### src/rtl/hazard_pkg.sv
// Shared pipeline timing encodings and default latencies for the hazard scoreboard.
package hazard_pkg;

    localparam int DEF_NREG    = 32;
    localparam int DEF_TW      = 4;
    localparam int DEF_MUL_LAT = 5;
    localparam int DEF_DIV_LAT = 10;

    // Tuse: cycles from D until the operand is consumed.
    // Tnew: cycles from D until the result can be forwarded.
    localparam int TUSE_RS_E = 0;
    localparam int TUSE_LOAD = 2;
    localparam int TNEW_ALU  = 2;
    localparam int TNEW_LOAD = 3;
    localparam int TNEW_MF   = 2;

    typedef enum logic [1:0] {
        MD_NONE,
        MD_MUL,
        MD_DIV
    } md_op_e;

    function automatic int max_int(input int a, input int b);
        return (a > b) ? a : b;
    endfunction

    function automatic int md_cnt_width(input int mul_lat, input int div_lat);
        return $clog2(max_int(mul_lat, div_lat) + 1);
    endfunction

endpackage

### src/rtl/hazard_scoreboard_if.sv
// D-stage request bundle toward the hazard scoreboard and its stall/status replies.
interface hazard_scoreboard_if
    import hazard_pkg::*;
#(
    parameter int NREG = DEF_NREG,
    parameter int TW   = DEF_TW
);
    localparam int AW = $clog2(NREG);

    logic            d_valid;
    logic [AW-1:0]   d_rs;
    logic [AW-1:0]   d_rt;
    logic [TW-1:0]   d_tuse_rs;
    logic [TW-1:0]   d_tuse_rt;
    logic [AW-1:0]   d_wr_addr;
    logic [TW-1:0]   d_tnew;
    logic            d_md_start;
    logic            d_md_div;
    logic            d_md_use;
    logic            stall;
    logic            md_busy;
    logic [NREG-1:0] pending;

    modport master (
        output d_valid, d_rs, d_rt, d_tuse_rs, d_tuse_rt,
               d_wr_addr, d_tnew, d_md_start, d_md_div, d_md_use,
        input  stall, md_busy, pending
    );

    modport slave (
        input  d_valid, d_rs, d_rt, d_tuse_rs, d_tuse_rt,
               d_wr_addr, d_tnew, d_md_start, d_md_div, d_md_use,
        output stall, md_busy, pending
    );

endinterface

### src/rtl/sb_counter.sv
// Per-register "cycles until forwardable" countdown; a fresh load always beats the decrement.
module sb_counter
    import hazard_pkg::*;
#(
    parameter int TW = DEF_TW
) (
    input  logic          clk,
    input  logic          reset,
    input  logic          clear,
    input  logic          load,
    input  logic [TW-1:0] load_val,
    output logic [TW-1:0] cnt,
    output logic          nonzero
);

    always_ff @(posedge clk or negedge reset) begin
        if (!reset) begin
            cnt <= '0;
        end else if (clear) begin
            cnt <= '0;
        end else if (load) begin
            cnt <= load_val;
        end else if (cnt != '0) begin
            cnt <= cnt - 1'b1;
        end
    end

    assign nonzero = |cnt;

endmodule

### src/rtl/hazard_scoreboard.sv
// Tuse/Tnew hazard scoreboard: tracks in-flight GPR writers and the multiply/divide unit,
// and raises a combinational D-stage stall when an operand would be needed too early.
module hazard_scoreboard
    import hazard_pkg::*;
#(
    parameter int NREG    = DEF_NREG,
    parameter int TW      = DEF_TW,
    parameter int MUL_LAT = DEF_MUL_LAT,
    parameter int DIV_LAT = DEF_DIV_LAT
) (
    input  logic                clk,
    input  logic                reset,
    input  logic                flush,
    hazard_scoreboard_if.slave  sb
);

    localparam int AW  = $clog2(NREG);
    localparam int MDW = md_cnt_width(MUL_LAT, DIV_LAT);

    logic            issue;
    logic [TW-1:0]   load_val;
    logic [TW-1:0]   cnt [NREG];
    logic [NREG-1:0] pend;
    logic            stall_rs;
    logic            stall_rt;
    logic            stall_md;
    logic [MDW-1:0]  md_cnt;
    md_op_e          md_op;

    // The counter is loaded one stage after D, so one cycle of Tnew has already elapsed.
    assign load_val = (sb.d_tnew == '0) ? '0 : sb.d_tnew - 1'b1;

    assign cnt[0]  = '0;
    assign pend[0] = 1'b0;

    generate
        for (genvar r = 1; r < NREG; r++) begin : g_reg
            sb_counter #(
                .TW       (TW)
            ) u_cnt (
                .clk      (clk),
                .reset    (reset),
                .clear    (flush),
                .load     (issue && (sb.d_wr_addr == AW'(r))),
                .load_val (load_val),
                .cnt      (cnt[r]),
                .nonzero  (pend[r])
            );
        end
    endgenerate

    always_comb begin
        stall_rs = 1'b0;
        stall_rt = 1'b0;
        stall_md = 1'b0;
        if (sb.d_rs != '0) begin
            stall_rs = cnt[sb.d_rs] > sb.d_tuse_rs;
        end
        if (sb.d_rt != '0) begin
            stall_rt = cnt[sb.d_rt] > sb.d_tuse_rt;
        end
        stall_md = sb.d_md_use && (md_cnt != '0);
    end

    assign sb.stall = sb.d_valid & (stall_rs | stall_rt | stall_md);
    assign issue    = sb.d_valid & ~sb.stall & ~flush;

    always_comb begin
        md_op = MD_NONE;
        if (issue && sb.d_md_start) begin
            md_op = sb.d_md_div ? MD_DIV : MD_MUL;
        end
    end

    always_ff @(posedge clk or negedge reset) begin
        if (!reset) begin
            md_cnt <= '0;
        end else if (flush) begin
            md_cnt <= '0;
        end else begin
            case (md_op)
                MD_DIV:  md_cnt <= MDW'(DIV_LAT);
                MD_MUL:  md_cnt <= MDW'(MUL_LAT);
                default: if (md_cnt != '0) md_cnt <= md_cnt - 1'b1;
            endcase
        end
    end

    assign sb.md_busy = |md_cnt;
    assign sb.pending = pend;

endmodule

### src/flat_wrapper.sv
// flat-port wrapper written by rule: the top's interface ports become plain ports
module hazard_scoreboard_flat import hazard_pkg::*;
#(
    parameter int NREG    = DEF_NREG,
    parameter int TW      = DEF_TW,
    parameter int MUL_LAT = DEF_MUL_LAT,
    parameter int DIV_LAT = DEF_DIV_LAT
)
  (clk, reset, flush, sb_d_valid, sb_d_rs, sb_d_rt, sb_d_tuse_rs, sb_d_tuse_rt, sb_d_wr_addr, sb_d_tnew, sb_d_md_start, sb_d_md_div, sb_d_md_use, sb_stall, sb_md_busy, sb_pending);
  hazard_scoreboard_if #(.NREG(NREG), .TW(TW)) sb_i ();
  input  logic clk;
  input  logic reset;
  input  logic flush;
  input wire logic [$bits(sb_i.d_valid)-1:0] sb_d_valid;
  input wire logic [$bits(sb_i.d_rs)-1:0] sb_d_rs;
  input wire logic [$bits(sb_i.d_rt)-1:0] sb_d_rt;
  input wire logic [$bits(sb_i.d_tuse_rs)-1:0] sb_d_tuse_rs;
  input wire logic [$bits(sb_i.d_tuse_rt)-1:0] sb_d_tuse_rt;
  input wire logic [$bits(sb_i.d_wr_addr)-1:0] sb_d_wr_addr;
  input wire logic [$bits(sb_i.d_tnew)-1:0] sb_d_tnew;
  input wire logic [$bits(sb_i.d_md_start)-1:0] sb_d_md_start;
  input wire logic [$bits(sb_i.d_md_div)-1:0] sb_d_md_div;
  input wire logic [$bits(sb_i.d_md_use)-1:0] sb_d_md_use;
  output wire logic [$bits(sb_i.stall)-1:0] sb_stall;
  output wire logic [$bits(sb_i.md_busy)-1:0] sb_md_busy;
  output wire logic [$bits(sb_i.pending)-1:0] sb_pending;
  assign sb_i.d_valid = sb_d_valid;
  assign sb_i.d_rs = sb_d_rs;
  assign sb_i.d_rt = sb_d_rt;
  assign sb_i.d_tuse_rs = sb_d_tuse_rs;
  assign sb_i.d_tuse_rt = sb_d_tuse_rt;
  assign sb_i.d_wr_addr = sb_d_wr_addr;
  assign sb_i.d_tnew = sb_d_tnew;
  assign sb_i.d_md_start = sb_d_md_start;
  assign sb_i.d_md_div = sb_d_md_div;
  assign sb_i.d_md_use = sb_d_md_use;
  assign sb_stall = sb_i.stall;
  assign sb_md_busy = sb_i.md_busy;
  assign sb_pending = sb_i.pending;
  hazard_scoreboard #(.NREG(NREG), .TW(TW), .MUL_LAT(MUL_LAT), .DIV_LAT(DIV_LAT)) u_core (.clk(clk), .reset(reset), .flush(flush), .sb(sb_i));
endmodule
### config.mk
export PLATFORM = sky130hd
export DESIGN_NAME = hazard_scoreboard_flat
export DESIGN_NICKNAME = d
export VERILOG_FILES = /design/src/rtl/hazard_pkg.sv /design/src/rtl/hazard_scoreboard_if.sv /design/src/rtl/sb_counter.sv /design/src/rtl/hazard_scoreboard.sv /design/src/flat_wrapper.sv
export SDC_FILE = /design/constraint.sdc
export NUM_CORES = 1
export LEC_CHECK = 0
export BUFFER_PORTS_ARGS = -buffer_cell sky130_fd_sc_hd__clkbuf_2
export CORE_MARGIN = 2
export CORE_UTILIZATION = 45
export CTS_CLUSTER_DIAMETER = 50
export CTS_CLUSTER_SIZE = 25
export DETAILED_ROUTE_END_ITERATION = 7
export GPL_ROUTABILITY_DRIVEN = 0
export PLACE_DENSITY = 0.7
export SLEW_MARGIN = 20
export SYNTH_ARGS = -nofsm -noshare
export SYNTH_HDL_FRONTEND = slang
export SYNTH_HIERARCHICAL = 1
export SYNTH_SLANG_ARGS = --single-unit
### constraint.sdc
create_clock -name clk -period 3.5 [get_ports clk]
set_clock_uncertainty 0.15 [all_clocks]
set_input_delay 0 -clock clk [delete_from_list [all_inputs] [get_ports clk]]
set_output_delay 0 -clock clk [all_outputs]
set_load 0.005 [all_outputs]
# ---- Word level (Yosys, flattened, before mapping)
# Index checks and enable logic that the tools add are counted.
dict set report totals {
  regBits 128
}
dict set report classes {
  n_eq_ne 33
  n_reduce_logical 132
  n_mux 107
  bitwise 9
  n_lt_le_gt_ge 4
  addsub 33
}
# cell count
set op_table {}
lappend op_table {{$mux W4} 100}
lappend op_table {{$reduce_bool A4 Y1} 33}
lappend op_table {{$sub A4 B1 Y4 const B} 33}
lappend op_table {{$reduce_or A4 Y1} 32}
lappend op_table {{$reduce_bool A3 Y1} 31}
lappend op_table {{$eq A5 B5 Y1 const B} 16}
lappend op_table {{$bmux W4 S5} 2}
lappend op_table {{$eq A5 B4 Y1 const B} 8}
lappend op_table {{$logic_and A1 B1 Y1} 33}
lappend op_table {{$eq A5 B3 Y1 const B} 4}
lappend op_table {{$ge A6 B6 Y1 const B} 2}
lappend op_table {{$not A5 Y6} 2}
lappend op_table {{$eq A5 B2 Y1 const B} 2}
lappend op_table {{$reduce_bool A5 Y1} 2}
lappend op_table {{$gt A4 B4 Y1} 2}
lappend op_table {{$pmux W4 S2} 1}
lappend op_table {{$eq A5 B1 Y1 const B} 1}
lappend op_table {{$logic_not A4 Y1} 1}
lappend op_table {{$mux W2} 2}
lappend op_table {{$and A1 B1 Y1} 3}
lappend op_table {{$eq A2 B1 Y1 const B} 1}
lappend op_table {{$eq A2 B2 Y1 const B} 1}
lappend op_table {{$mux W1} 2}
lappend op_table {{$not A1 Y1} 2}
lappend op_table {{$or A1 B1 Y1} 2}

# ---- Depth between registers and ports, before layout
# Gate-level depths: netlist of run 1.
dict set report depth {
  word_depth 17
  depth_mapped 16
  mapped_depth_nobuf 13
}

# ---- Cells and area by module
# The synthesis of run 1 kept the hierarchy.
# module n_inst area_each_um2 cells_each seq_area_each_um2
set modules_own_cells {}
lappend modules_own_cells {sb_counter 31 240.2 24 100.1}
lappend modules_own_cells {hazard_scoreboard 1 2874.0 281 100.1}

# ---- Worst setup path after synthesis of run 1
# No wires, ideal clock.
dict set report synth_path {
  path_kind {register to register}
  from {reg u_core.g_reg[31].u_cnt.cnt[1]}
  to {reg u_core.g_reg[12].u_cnt.cnt[3]}
  path_stages_with_launch 13
  path_buffers 1
  path_slack_ns -0.203
  synth_period_minus_slack_ns 3.703
  arrival_time_ns 3.431
  setup_time_ns 0.122
  cell_sequence {dfrtp_1 mux4_2 mux4_2 mux2_2 ha_1 nor2b_1 o211ai_1 a21o_1 nand3_2 buf_2 nor4b_1 nor2_1 a32o_1}
}
dict set report synth_via {
  elab_chain_cells 14
}
# element line
set synth_lines {}
lappend synth_lines {{from (decl)} sb_counter.sv:12} ;# output logic [TW-1:0] cnt,
lappend synth_lines {{from (signal assigned)} sb_counter.sv:22} ;# cnt <= load_val;
lappend synth_lines {{from (signal assigned)} sb_counter.sv:24} ;# cnt <= cnt - 1'b1;
lappend synth_lines {{$bmux W4 S5 (on tied branches)} {hazard_scoreboard.sv:57, hazard_scoreboard.sv:60}}
lappend synth_lines {{$mux W4 (on tied branches) (2 in a row)} {hazard_scoreboard.sv:57, hazard_scoreboard.sv:60}}
lappend synth_lines {{$gt A4 B4 Y1 (on tied branches)} {hazard_scoreboard.sv:57, hazard_scoreboard.sv:60}}
lappend synth_lines {{$mux W1 (on tied branches)} {hazard_scoreboard.sv:56, hazard_scoreboard.sv:59}}
lappend synth_lines {{$or A1 B1 Y1 * (2 in a row)} hazard_scoreboard.sv:65} ;# assign sb.stall = sb.d_valid & (stall_rs | stall_rt | stall_md);
lappend synth_lines {{$and A1 B1 Y1 *} hazard_scoreboard.sv:65}
lappend synth_lines {{$not A1 Y1 *} hazard_scoreboard.sv:66} ;# assign issue = sb.d_valid & ~sb.stall & ~flush;
lappend synth_lines {{$and A1 B1 Y1 * (2 in a row)} hazard_scoreboard.sv:66}
lappend synth_lines {{$logic_and A1 B1 Y1 *} hazard_scoreboard.sv:44} ;# .load (issue && (sb.d_wr_addr == AW'(r))),
lappend synth_lines {{$mux W4} sb_counter.sv:21} ;# end else if (load) begin
lappend synth_lines {{$mux W4} sb_counter.sv:19} ;# end else if (clear) begin
lappend synth_lines {{to (signal assigned)} sb_counter.sv:22}
lappend synth_lines {{to (signal assigned)} sb_counter.sv:24}
lappend synth_lines {{to (decl)} sb_counter.sv:12}
# Mark *: on every way between the ends. The rest lies on a longest branch, timed or not. The select of a mux whose other input is x is not followed.
# A chain may end at the register's enable or synchronous reset.

# ---- Worst setup path after layout of run 1
dict set report layout_path {
  from {reg u_core.g_reg[17].u_cnt.cnt[1]}
  to {reg u_core.g_reg[10].u_cnt.cnt[1]}
}
dict set report layout_via {
  elab_chain_cells 14
}
# element line
set layout_lines {}
lappend layout_lines {{from (decl)} sb_counter.sv:12}
lappend layout_lines {{from (signal assigned)} sb_counter.sv:22}
lappend layout_lines {{from (signal assigned)} sb_counter.sv:24}
lappend layout_lines {{$bmux W4 S5 (on tied branches)} {hazard_scoreboard.sv:57, hazard_scoreboard.sv:60}}
lappend layout_lines {{$mux W4 (on tied branches) (2 in a row)} {hazard_scoreboard.sv:57, hazard_scoreboard.sv:60}}
lappend layout_lines {{$gt A4 B4 Y1 (on tied branches)} {hazard_scoreboard.sv:57, hazard_scoreboard.sv:60}}
lappend layout_lines {{$mux W1 (on tied branches)} {hazard_scoreboard.sv:56, hazard_scoreboard.sv:59}}
lappend layout_lines {{$or A1 B1 Y1 * (2 in a row)} hazard_scoreboard.sv:65}
lappend layout_lines {{$and A1 B1 Y1 *} hazard_scoreboard.sv:65}
lappend layout_lines {{$not A1 Y1 *} hazard_scoreboard.sv:66}
lappend layout_lines {{$and A1 B1 Y1 * (2 in a row)} hazard_scoreboard.sv:66}
lappend layout_lines {{$logic_and A1 B1 Y1 *} hazard_scoreboard.sv:44}
lappend layout_lines {{$mux W4} sb_counter.sv:21}
lappend layout_lines {{$mux W4} sb_counter.sv:19}
lappend layout_lines {{to (signal assigned)} sb_counter.sv:22}
lappend layout_lines {{to (signal assigned)} sb_counter.sv:24}
lappend layout_lines {{to (decl)} sb_counter.sv:12}
# Marks and branches as above.

==> flow_summary.ini, run 1 <==
[outcome]
status = finished with violations
failed_checks = setup timing

[grt]
grt_pass1_wl_um = 50700
grtUsageTotal_pct = 27.6
overflow = 0
grt_max_degree = 75
antenna_found_initial = 1
grt_pass1_vias = 9025

[logic_synthesis]
ys_seq_elements = 128
avgSynthCellArea_sq_um = 10.1
yosysSeqAreaShare_pct = 31.0
syn_area_sq_um = 10300
syn-num-nets = 1099
synth_top_area_share_pct = 31.0
yosys_warnings = 6
synth_edf_count = 0
synth_area_leaders = dfrtp_1, mux4_2, a22o_1
ys.flop_type = dfrtp_1
ys_async_sr_fraction_pct = 100
synthCells = 1025
ys_types = 47
yosysTopAreaCell = dfrtp_1

[setup_path]
cp.required_ns = 3.66
crit_path_end_kind = flip-flop
regToRegSetupSlack_ns = -0.34
path_common_cell = mux4_2
critPathTopFamily = multiplexers
cpMaxStageDelayCell = mux4_2
max_stage_delay_ns = 0.51
crit_type = reg2reg
r2r-end = u_core/g_reg[10].u_cnt/cnt[1]
startpoint_type = flip-flop
reg2reg_depth = 13
crit_arrival_ns = 4.00
path_max_fanout = 9
crit_buf_inv = 2
r2r-start = u_core/g_reg[17].u_cnt/cnt[1]
crit_chain = mux4_2 > mux4_2 > mux2_4 > ha_4 > nor2b_4 > o211ai_1 > a21o_1 > nand3_4 > buf_12 > nor3_1 > buf_4 > nor2_1 > a22o_1
crit_start = u_core/g_reg[17].u_cnt/cnt[1]

[floorplanning]
rows = 55
die_width_um = 155
io_pins = 68
die_area_sq_um = 24200
core_sq_um = 22600
start_util_pct = 45.7
fp.dieH_um = 155

[drt]
vias_per_cell = 6.13
drt_iter0_drc = 912
dr.pass1.iters = 5
drt_wl_total_um = 33100
drc = 0
via_count = 9354
wl_per_cell_um = 21.7
detail-route-antenna-nets = 0

[job]
timing.max_cap.violations = 0

[final_layout]
final_util_pct = 58.8
drive_gt1_share_pct = 32.0
synthToLayoutAreaGrowth_pct = 28.5
fill_cells = 1848
layout.nets = 1302

[clock_tree]
htreeDepth = 4
cts-root-buf = clkbuf_16
tritoncts = done
cts_sinks = 128
clk_pin_slew_ns = 0.06
clock_path_buffers = 2
insertion_delay_ns = 0.43
cts_buffers = 17

[power_and_ir_drop]
peakVddDrop_mv = 0.348
power.density_nw_per_um2 = 760
leakage_nw = 6.02

[timing]
worstMarginPinSlew_ns = 0.971
finalCriticalPeriod_ns = 3.84
rsz0062_at_grt = true
report.final.slew_viol_count = 0
hold_violations = 0
setup_ws_ns = -0.338
relSlewSlack_pct = 35.1
clock.fmax_mhz = 261
setup_viol = 128
finalSetupTns_ns = -30.56
min_period_over_period_pct = 110

[placed_design]
hpwlAfterDp_um = 23100
io_buffers = 66
place_ws_ns = -0.424

[hold_path]
hold_class = in2async
placed cells by master (no fill, tap or decap), drive strengths merged, types with 33 or more instances in the layout:
cell type / n
nor2b: 71
clkbuf: 84
nand3b: 35
ha: 40
dfrtp: 128
mux2i: 47
nand2b: 33
buf: 172
nor3: 60
a21oi: 35
nand2: 51
inv: 73
or3b: 33
a22o: 72
a21o: 34
mux4: 59
nor2: 43
cells in the mapped netlist, types with 2 or more instances:
| cell type | instances |
|---|---|
| buf_4 | 3 |
| a221oi_1 | 2 |
| inv_1 | 72 |
| mux4_2 | 59 |
| nand3b_1 | 35 |
| nand4_1 | 2 |
| or3_1 | 2 |
| clkbuf_1 | 8 |
| or3b_2 | 2 |
| buf_1 | 2 |
| a22o_1 | 72 |
| nor4b_1 | 3 |
| nor2b_1 | 71 |
| or3b_1 | 31 |
| xnor2_1 | 32 |
| a21o_1 | 34 |
| o31ai_1 | 4 |
| xor2_1 | 31 |
| nand2b_1 | 33 |
| nor3_1 | 60 |
| dfrtp_1 | 128 |
| o21ai_0 | 9 |
| and2_1 | 3 |
| o211ai_1 | 2 |
| nand2_1 | 51 |
| nand3_1 | 3 |
| o22ai_1 | 4 |
| mux2i_1 | 47 |
| nor2_1 | 43 |
| a32o_1 | 31 |
| ha_1 | 40 |
| buf_6 | 2 |
| a21oi_1 | 35 |
| a22oi_1 | 3 |
| buf_2 | 41 |
| mux2_2 | 14 |
layer usage:
layer	track usage (%)	part of all wire (%)	up-vias
li1	-	-	4201
met1	35.1	40	4608
met2	45.7	48	452
met3	5.77	8.0	93
met4	12.1	4.3	0
met5	0	0	-
sequential cells by signal, indices dropped and copies added, names as in the netlist:
register and flops:
u_core/md_cnt 4, u_core/g.u_cnt/cnt 124
report_power, final:
part	total (mW)	internal (mW)	switching, mW	leakage, nW
Sequential	2.42	1.96	0.465	1.70
Clock	1.91	1.18	0.729	0.287
Combinational	5.75	3.01	2.73	4.03
Total	10.1	6.15	3.93	6.02
worst register-to-register path, delay by kind of cell, from the launching register on:
family | cells | cell delay [ns]
mux | 3 | 1.30
compound gates | 3 | 0.67
simple gates | 4 | 0.58
flops | 1 | 0.40
buf+inv | 2 | 0.39
fa+ha+maj | 1 | 0.22
worst max-delay path by stage:
stage / endpoint / slack [ns] / cells after the start
after floorplan: u_core/g_reg[28].u_cnt/cnt[3] / -0.04 / 12
after global placement: u_core/g_reg[26].u_cnt/cnt[1] / -0.37 / 15
after detailed placement: u_core/g_reg[28].u_cnt/cnt[3] / -0.42 / 14
after CTS: u_core/g_reg[10].u_cnt/cnt[3] / -0.23 / 13
after global routing: u_core/g_reg[3].u_cnt/cnt[3] / -0.39 / 13
final: u_core/g_reg[10].u_cnt/cnt[1] / -0.34 / 13
kinds of logic (layout without fill, tap and decap cells):
kind of cell,Yosys count,after routing,share of synthesized area (%)
simple gates,345,345,19.3
other cells,1,2,0.0363
mux,120,120,19.0
buf+inv,128,344,5.41
flops,128,128,31.0
compound gates,200,200,15.1
xor+xnor,63,63,5.35
fa+ha+maj,40,40,4.85
metrics by stage:
step | std cells | area (sq um) | power (mW) | hold WS (ns)
after floorplan | 1025 | 10300 | 6.08 | -0.446
after global placement | 1477 | 12000 | 7.56 | -0.0422
after detailed placement | 1477 | 12000 | 7.69 | -0.0369
after CTS | 1519 | 13100 | 9.88 | 0.0210
after global routing | 1527 | 13300 | 10.6 | 0.0358
final | 1527 | 13300 | 10.1 | 0.0336
final cells by class:
class	count	area [sq um]	share of cell area [%]
repair buffers	240	1850	14.0
flip-flops and latches	128	3200	24.2
inverters	72	270	2.04
diodes	1	2.50	0.0189
clock buffers	20	467	3.52
multi-input cells	769	6960	52.4
clock inverters	12	158	1.19
well taps	285	357	2.69
what timing repair did:
| action | CTS | global route |
|---|---|---|
| gates cloned | 1 | 0 |
| setup endpoints to repair | 128 | 128 |
| endpoints found under the hold margin | 59 | 0 |
| hold buffers | 4 | 0 |
| pin swaps | 21 | 23 |
| gates resized for setup | 68 | 35 |
| buffers inserted | 6 | 8 |
Note: power is estimated with default switching activity, not from simulation.
==> run 2, diff against run 1 <==
--- a/config.mk
+++ b/config.mk
@@ -12,9 +12,8 @@
 export CTS_CLUSTER_SIZE = 25
 export DETAILED_ROUTE_END_ITERATION = 7
 export GPL_ROUTABILITY_DRIVEN = 0
-export PLACE_DENSITY = 0.7
+export PLACE_DENSITY = 0.69
 export SLEW_MARGIN = 20
 export SYNTH_ARGS = -nofsm -noshare
 export SYNTH_HDL_FRONTEND = slang
-export SYNTH_HIERARCHICAL = 1
 export SYNTH_SLANG_ARGS = --single-unit
==> run 2 against run 1 <==
Effect of this change: the run still ends with setup timing left; worst hold slack got worse by 0.0032 ns; total power increased by 12%; sequential power about the same.
==> flow_summary.ini, run 2 <==
[setup_path]
r2r-start = u_core.g_reg[29].u_cnt.cnt[1]
reg2reg_depth = 14
startpoint_type = flip-flop
path_max_fanout = 8
r2r-end = u_core.g_reg[3].u_cnt.cnt[3]
regToRegSetupSlack_ns = -0.39
cp.required_ns = 3.66
crit_path_end_kind = flip-flop
crit_start = u_core.g_reg[29].u_cnt.cnt[1]
crit_arrival_ns = 4.05
crit_type = reg2reg

[clock_tree]
cts-root-buf = clkbuf_16
htreeDepth = 4
cts_buffers = 17
insertion_delay_ns = 0.43
tritoncts = done
clk_pin_slew_ns = 0.06
clock_path_buffers = 2
cts_sinks = 128

[final_layout]
largest_registers = u_core.g.u_cnt.cnt (124), u_core.md_cnt (4)
layout_common_cells = buf_4, dfrtp_1, nor2_1
num_antenna_cells = 0
regArea_sq_um = 3200
multi_input_area_sq_um = 7410
largest_reg_flops = 124
finalNonFillerCells = 1644
drive_gt1_share_pct = 40.8
layout.nets = 1389
fill_cells = 1919
synthToLayoutAreaGrowth_pct = 28.8
final_util_pct = 59.4
mostFrequentLayoutCell = buf_4
largest-register = u_core.g.u_cnt.cnt

[drt]
drt_wl_total_um = 34800
detail-route-antenna-nets = 0
drt_iter0_drc = 854
vias_per_cell = 5.94
drc = 0
via_count = 9773
dr.pass1.iters = 5
wl_per_cell_um = 21.2

[logic_synthesis]
yosysMostFrequentCell = dfrtp_1
synth_area_leaders = dfrtp_1, mux4_2, mux2_2
synth_common_cells = dfrtp_1, nor2_1, mux2_2, inv_1, nand2_1
ys_seq_elements = 128
ys_types = 46
syn_area_sq_um = 10900
yosys_warnings = 0
yosysSeqAreaShare_pct = 29.4
syn-num-nets = 1210
synthCells = 1134
synth_top_area_share_pct = 29.4
ys_async_sr_fraction_pct = 100
avgSynthCellArea_sq_um = 9.61
synth_edf_count = 0
ys.flop_type = dfrtp_1
yosysTopAreaCell = dfrtp_1

[power_and_ir_drop]
power.density_nw_per_um2 = 802
share_comb_of_total_power_pct = 61.2
power.internal_mw = 6.76
peakVddDrop_mv = 0.384
leakage_nw = 6.66
power_frac_seq_pct = 21.8
p_clk_share_pct = 17.0
sw_frac_of_total_pct = 39.9
switchingPower_mw = 4.49

[timing]
setup_viol = 129
finalCriticalPeriod_ns = 3.89
relSlewSlack_pct = 37.6
setup_ws_ns = -0.388
min_period_over_period_pct = 111
rsz0062_at_grt = true
worstMarginPinSlew_ns = 0.934
hold_violations = 0
clock.fmax_mhz = 257
report.final.slew_viol_count = 0

[placed_design]
hpwlAfterDp_um = 24700
io_buffers = 66
dpl.cell_count = 1585

[grt]
grt_pass1_vias = 9342
antenna_found_initial = 1
overflow = 0
grt_max_degree = 73
grt_pass1_wl_um = 53500
grtUsageTotal_pct = 27.0

[outcome]
status = finished with violations
failed_checks = setup timing

[floorplanning]
rows = 56
start_util_pct = 46.1
io_pins = 68
core_sq_um = 23600
fp.dieH_um = 160
die_area_sq_um = 25500
die_width_um = 160

[hold_path]
hold_class = in2async

[job]
timing.max_cap.violations = 0
-- run 2: changes by cell type after synthesis, sizes merged, moves of 32 or more --
cell / change
mux2: +81
clkbuf: +48
or3: +32
nor2b: -62
a22o: -69
nor2: +84
-- run 2: cell families (layout without fill, tap and decap cells) --
kind of cell	count (synthesis)	after routing	synth area share, %
AOI/OAI and AO/OA	126	127	7.34
xor gates and xnor gates	32	32	2.57
adders and majority gates	42	42	4.82
buffers and inverters	189	379	7.95
DFF	128	128	29.4
muxes	216	216	28.6
other	1	1	0.0344
and+or+nand+nor	400	400	19.3
-- run 2: power groups by stage --
| stage | Sequential (mW) | Combinational [mW] | Clock [mW] |
|---|---|---|---|
| after floorplan | 2.52 | 4.43 | 0 |
| after global placement | 2.41 | 6.18 | 0 |
| after detailed placement | 2.43 | 6.35 | 0 |
| after CTS | 2.42 | 6.60 | 1.92 |
| after global routing | 2.49 | 7.52 | 1.99 |
| final | 2.45 | 6.88 | 1.91 |
-- run 2: per-stage QoR --
| stage | hold WS (ns) | instance area [sq um] | total power [mW] | TNS, ns | worst slack, ns |
|---|---|---|---|---|---|
| 6_report | 0.0305 | 14000 | 11.2 | -32.37 | -0.388 |
| 5_1_grt | 0.0209 | 14000 | 12.0 | -38.02 | -0.422 |
| 4_1_cts | 0.0139 | 13700 | 10.9 | -15.97 | -0.215 |
| 3_5_place_dp | 0.0843 | 12600 | 8.78 | -16.77 | -0.237 |
| 3_3_place_gp | 0.0845 | 12600 | 8.59 | -11.38 | -0.199 |
| 2_1_floorplan | -0.446 | 11000 | 6.95 | -0.797 | -0.0696 |
-- run 2: how the worst max path moves through the flow --
stage,slack [ns],endpoint,depth (start not counted)
3_5_place_dp,-0.24,u_core.g_reg[17].u_cnt.cnt[0],12
6_report,-0.39,u_core.g_reg[3].u_cnt.cnt[3],14
3_3_place_gp,-0.20,u_core.g_reg[17].u_cnt.cnt[0],12
5_1_grt,-0.42,sb_stall,13
4_1_cts,-0.21,sb_stall,13
2_1_floorplan,-0.07,u_core.g_reg[8].u_cnt.cnt[2],11
-- run 2: timing repair --
item                                    4_1_cts  5_1_grt
pin swaps                                    20       11
setup buffers                                10       12
hold buffers                                  5        0
endpoints found under the hold margin        81        0
endpoints found under the setup margin      128      129
gates cloned                                  1        1
gates resized for setup                      80       62
-- run 2: cell type report --
class,instances,area share (%)
inverter,86,2.30
clock buffer,25,3.39
timing repair buffer,262,14.8
sequential,128,22.8
clock inverter,6,0.928
multi-input combinational,818,52.9
tap,319,2.85
-- run 2: critical path: stages, from the launching register on --
cell      delay (ns)
dfrtp_1         0.39
buf_4           0.15
mux4_2          0.47
mux4_2          0.52
nand2_1         0.09
o211ai_1        0.09
ha_1            0.30
nor2b_1         0.14
o211ai_1        0.30
a21o_2          0.28
buf_4           0.14
buf_6           0.13
nand4_1         0.16
buf_6           0.21
mux2_2          0.26
-- run 2: routing by layer --
| metal | track usage, % | part of all wire, % |
|---|---|---|
| met4 | 10.1 | 3.5 |
| met5 | 0 | 0.037 |
| met2 | 43.6 | 48 |
| met1 | 35.9 | 42 |
| met3 | 5.60 | 7.2 |
